### config.mk
export PLATFORM = sky130hd
export DESIGN_NAME = matrix_loader
export DESIGN_NICKNAME = d
export VERILOG_FILES = /design/src/rtl/matrix_pkg.sv /design/src/rtl/matrix_loader_timeout.sv /design/src/rtl/matrix_loader.sv
export SDC_FILE = /design/constraint.sdc
export NUM_CORES = 1
export LEC_CHECK = 0
export ABC_AREA = 1
export CAP_MARGIN = 20
export CORE_ASPECT_RATIO = 1.4
export CORE_MARGIN = 3
export CORE_UTILIZATION = 40
export CTS_BUF_LIST = sky130_fd_sc_hd__clkbuf_8
export DETAILED_ROUTE_END_ITERATION = 12
export PLACE_DENSITY = 0.67
export SYNTH_ARGS = -nofsm -noshare
export SYNTH_HDL_FRONTEND = slang
export SYNTH_SLANG_ARGS = --single-unit
### constraint.sdc
create_clock -name clk -period 4.4 [get_ports clk]
set_input_delay 1.1 -clock clk [delete_from_list [all_inputs] [get_ports clk]]
set_output_delay 1.1 -clock clk [all_outputs]
set_load 0.005 [all_outputs]
### src/rtl/matrix_pkg.sv
// Shared definitions for the matrix loader: FSM encoding, default size, buffer selects.
package matrix_pkg;

  typedef enum logic [1:0] {
    IDLE   = 2'd0,
    LOAD_A = 2'd1,
    LOAD_B = 2'd2,
    DONE   = 2'd3
  } state_t;

  localparam int MAX_DIM_DEF = 4;

  localparam logic WSEL_A = 1'b0;
  localparam logic WSEL_B = 1'b1;

endpackage

### src/rtl/matrix_loader_timeout.sv
// Inter-byte timeout for the loader: free-running while loading, cleared by each accepted byte.
module loader_timeout #(
  parameter int TIMEOUT_CYCLES = 1000
) (
  input  logic clk,
  input  logic rst,
  input  logic run,
  input  logic clr,
  output logic expire
);

  localparam int CW = (TIMEOUT_CYCLES > 2) ? $clog2(TIMEOUT_CYCLES) : 1;

  logic [CW-1:0] cnt;

  assign expire = (cnt == CW'(TIMEOUT_CYCLES - 1));

  // Saturates at the expiry value; the FSM leaves the load state on that cycle anyway.
  always_ff @(posedge clk or posedge rst) begin
    if (rst)              cnt <= '0;
    else if (!run || clr) cnt <= '0;
    else if (!expire)     cnt <= cnt + CW'(1);
  end

endmodule

### src/rtl/matrix_loader.sv
// Byte-stream loader: header N, then N*N bytes of A and N*N bytes of B into the matrix buffers.
// Optional inter-byte timeout enabled with `define LOADER_TIMEOUT_EN.
module matrix_loader
  import matrix_pkg::*;
#(
  parameter int MAX_DIM        = MAX_DIM_DEF,
  parameter int ADDR_W         = 4,
  parameter int TIMEOUT_CYCLES = 1000
) (
  input  logic              clk,
  input  logic              rst,
  input  logic [7:0]        byte_data,
  input  logic              byte_valid,
  input  logic              done_ack,
  output logic              wr_en,
  output logic              wr_sel,
  output logic [ADDR_W-1:0] wr_addr,
  output logic [7:0]        wr_data,
  output logic [2:0]        dim,
  output logic              load_done,
  output logic              err,
  output logic              overrun
);

  state_t            state;
  logic [ADDR_W-1:0] idx;
  logic [ADDR_W:0]   last_idx;
  logic              is_last;
  logic              hdr_ok;
  logic              in_load;
  logic              tmo_expire;

  // One extra bit so N*N-1 never wraps when N == MAX_DIM.
  assign last_idx = (ADDR_W+1)'(dim) * (ADDR_W+1)'(dim) - (ADDR_W+1)'(1);
  assign is_last  = ({1'b0, idx} == last_idx);
  assign hdr_ok   = (byte_data != 8'd0) && (byte_data <= 8'(MAX_DIM));
  assign in_load  = (state == LOAD_A) || (state == LOAD_B);

`ifdef LOADER_TIMEOUT_EN
  loader_timeout #(.TIMEOUT_CYCLES(TIMEOUT_CYCLES)) u_timeout (
    .clk    (clk),
    .rst    (rst),
    .run    (in_load),
    .clr    (byte_valid),
    .expire (tmo_expire)
  );
`else
  assign tmo_expire = 1'b0;
`endif

  always_ff @(posedge clk or posedge rst) begin
    if (rst) begin
      state     <= IDLE;
      idx       <= '0;
      dim       <= '0;
      wr_en     <= 1'b0;
      wr_sel    <= WSEL_A;
      wr_addr   <= '0;
      wr_data   <= '0;
      load_done <= 1'b0;
      err       <= 1'b0;
      overrun   <= 1'b0;
    end else begin
      wr_en   <= 1'b0;
      err     <= 1'b0;
      overrun <= 1'b0;
      case (state)
        IDLE: begin
          if (byte_valid) begin
            if (hdr_ok) begin
              dim   <= byte_data[2:0];
              idx   <= '0;
              state <= LOAD_A;
            end else begin
              err <= 1'b1;
            end
          end
        end
        LOAD_A, LOAD_B: begin
          if (byte_valid) begin
            wr_en   <= 1'b1;
            wr_sel  <= (state == LOAD_B) ? WSEL_B : WSEL_A;
            wr_addr <= idx;
            wr_data <= byte_data;
            if (is_last) begin
              idx <= '0;
              if (state == LOAD_A) begin
                state <= LOAD_B;
              end else begin
                state     <= DONE;
                load_done <= 1'b1;
              end
            end else begin
              idx <= idx + ADDR_W'(1);
            end
          end else if (tmo_expire) begin
            // A byte on the expiry cycle takes the branch above instead.
            err   <= 1'b1;
            state <= IDLE;
          end
        end
        DONE: begin
          overrun <= byte_valid;
          if (done_ack) begin
            load_done <= 1'b0;
            state     <= IDLE;
          end
        end
        default: state <= IDLE;
      endcase
    end
  end

endmodule
==> flow_summary.ini <==
[sta]
max_slew_margin_pct = 55.8
period_needed_ps = 2420
post-route-period-util_pct = 54.9
setup_tns_ps = 0
finClkSkew_ps = 6.85
rsz0062_at_grt = false
finalMaxSlewViolations = 0
setup_slack_ps = 1980
max_freq_ghz = 0.414
worst_pin_slew_ps = 661
hold_viol = 0
setup_viol = 0

[grt]
grt_pass1_wl_mm = 4.80
grt_max_degree = 27
antenna_found_initial = 0
track_usage_pct = 14.5
overflow = 0
grt_pass1_vias = 1114

[floorplan]
rows = 24
io_pins = 32
dieArea_um2 = 4140
die_x_um = 55.2
floorplan.initialDensity_pct = 42.6
core_area_um2 = 3180
die_y_um = 74.9

[drt]
drt-pass1-iter-count = 4
ant_nets = 0
routedWlPerCell_um = 11.4
viasPerCell = 4.75
vias = 1150
drcViolationCount = 0
drt_iter0_drc = 30
wirelength_mm = 2.77

[clock_tree]
postCtsResizedCells = 0
post_cts_buffers = 0
h-tree-depth = 1
path_clk_slew_ps = 80
clk_latency_ps = 260
numCtsBuffers = 3
cts_tree = done
holdBufCountCts = 0
root_buffer = clkbuf_8
clockBufferDepth = 2
cts.sinks = 26

[logic_synthesis]
yosysWarnings = 0
netlist.area_leader.share_pct = 48.0
ys_top_cells_by_area = dfrtp_1 (48%), nand2_1 (15%), inv_1 (6.9%)
yosysTopAreaCell = dfrtp_1
synth.yosys.seq_area_share_pct = 48.0
yosys_register_bits = 26
syn_avg_cell_area_um2 = 7.98
synth_area_um2 = 1360
synth_cell_types = 22
synth_fp_nets = 188
synth_cells = 170

[pwr]
pwr-share-seq_pct = 35.6
leakage_nw = 0.903
clockPowerShare_pct = 17.3
p_sw_share_pct = 36.6
irDropWorstVdd_v = 0.000401
p_int_mw = 0.703
switchingPower_mw = 0.406
comb_power_share_pct = 47.1
powerDensity_nw_per_um2 = 618

[finish]
area_growth_pct = 32.4
final_util_pct = 56.4
drive_above_1_share_pct = 8.37
final_nets = 222
diodes = 0

[worst_setup_path]
start_kind = flip-flop
critPathMaxFanout = 8
critPathTopFamily = buffers and inverters
crit_type = flip-flop to output pin
cpPeakStageDelay_ps = 560
worst_setup_path_end_kind = output pin
crit_required_ps = 3300
path_depth = 1
rrSetupSlack_ps = 2490
rr_worst_depth = 6
path_buf_inv = 1
crit_arrival_ps = 1320
slowest_stage = clkdlybuf4s50_1
crit_chain = clkdlybuf4s50_1

[status]
status = completed

[placed_design]
preCtsSetupSlack_ps = 1830
port_buffers = 31
place_congestion = 0.796
hpwl_mm = 2.15

[worst_hold_path]
min_path_cells = 2
min_path_type = flip-flop to flip-flop

[run]
cap_violations = 0
[cell families after synthesis]
family	after synthesis	synth area share [%]
buffers and inverters	32	9.41
adder cells (fa/ha/maj)	6	5.53
AND/OR/NAND/NOR	80	26.0
flip-flops	26	48.0
XOR/XNOR	2	1.29
AO/OA/AOI/OAI	24	9.78
[final timing paths]
path | start | to
max | dim[0] | dim[0]
min | load_done | load_done
max reg2reg | state[0] | wr_sel
min reg2reg | load_done | load_done
max in group asynchronous | rst | wr_addr[3]
min in group asynchronous | rst | overrun
[state kept, by name, indices dropped and copies added (netlist names)]
signal,flops
wr_addr,4
overrun,1
state,2
wr_sel,1
load_done,1
wr_en,1
dim,3
err,1
wr_data,8
idx,4
[area by class of cell]
type	count	area (µm²)
multi-input cells	112	578
repair buffers	32	338
well taps	39	48.8
flip-flops and latches	26	651
inverters	29	109
fillers	288	1390
clock inverters	1	30.0
clock buffers	3	41.3
[layer usage]
layer  wire (µm)  global-route usage, %  vias up
li1            -                      -      596
met2        1470                   28.7       20
met5           0                      0        -
met4          21                   4.86        0
met1        1170                   15.9      532
met3         106                   2.23        2
[layout by cell type, fill, tap and decap left out]
cell / Yosys / layout
buf_16: 0 / 1
o21ai_0: 14 / 14
a21oi_1: 1 / 1
bufinv_16: 0 / 1
nor2_1: 4 / 4
ha_1: 6 / 6
nand3_2: 2 / 2
inv_2: 4 / 4
o22ai_1: 1 / 1
nand2_2: 1 / 1
o21ai_1: 7 / 7
nand3_1: 11 / 11
o21ai_4: 1 / 1
nor2_2: 2 / 2
clkbuf_8: 0 / 3
inv_1: 25 / 25
nand4_1: 3 / 3
xor2_1: 2 / 2
nand2_1: 54 / 54
dfrtp_1: 26 / 26
nand2_4: 1 / 1
or2_2: 1 / 1
clkdlybuf4s50_1: 0 / 31
nor3_1: 1 / 1
[Yosys cell counts]
master     n
or2_2      1
nor3_1     1
o22ai_1    1
inv_1     25
nand4_1    3
inv_2      4
xor2_1     2
nand2_4    1
dfrtp_1   26
nor2_1     4
nand2_2    1
o21ai_4    1
a21oi_1    1
ha_1       6
buf_6      1
o21ai_1    7
nor2_2     2
nand2_1   54
nand3_1   11
o21ai_0   14
clkbuf_1   2
nand3_2    2
[power by group through the flow]
stage | Sequential [mW] | Combinational [mW] | Clock [mW]
5_1_grt | 0.408 | 0.596 | 0.210
3_3_place_gp | 0.397 | 0.514 | 0
3_5_place_dp | 0.400 | 0.527 | 0
4_1_cts | 0.395 | 0.529 | 0.197
2_1_floorplan | 0.396 | 0.328 | 0
6_report | 0.395 | 0.522 | 0.192
[through the flow]
stage / total power, mW / instances / hold WS [ps] / area, µm²
6_report: 1.11 / 242 / 481 / 1800
5_1_grt: 1.21 / 242 / 520 / 1800
4_1_cts: 1.12 / 241 / 479 / 1770
3_5_place_dp: 0.926 / 237 / 463 / 1700
3_3_place_gp: 0.911 / 237 / 459 / 1700
2_1_floorplan: 0.724 / 170 / 464 / 1360
Note: power is estimated with default switching activity, not from simulation.
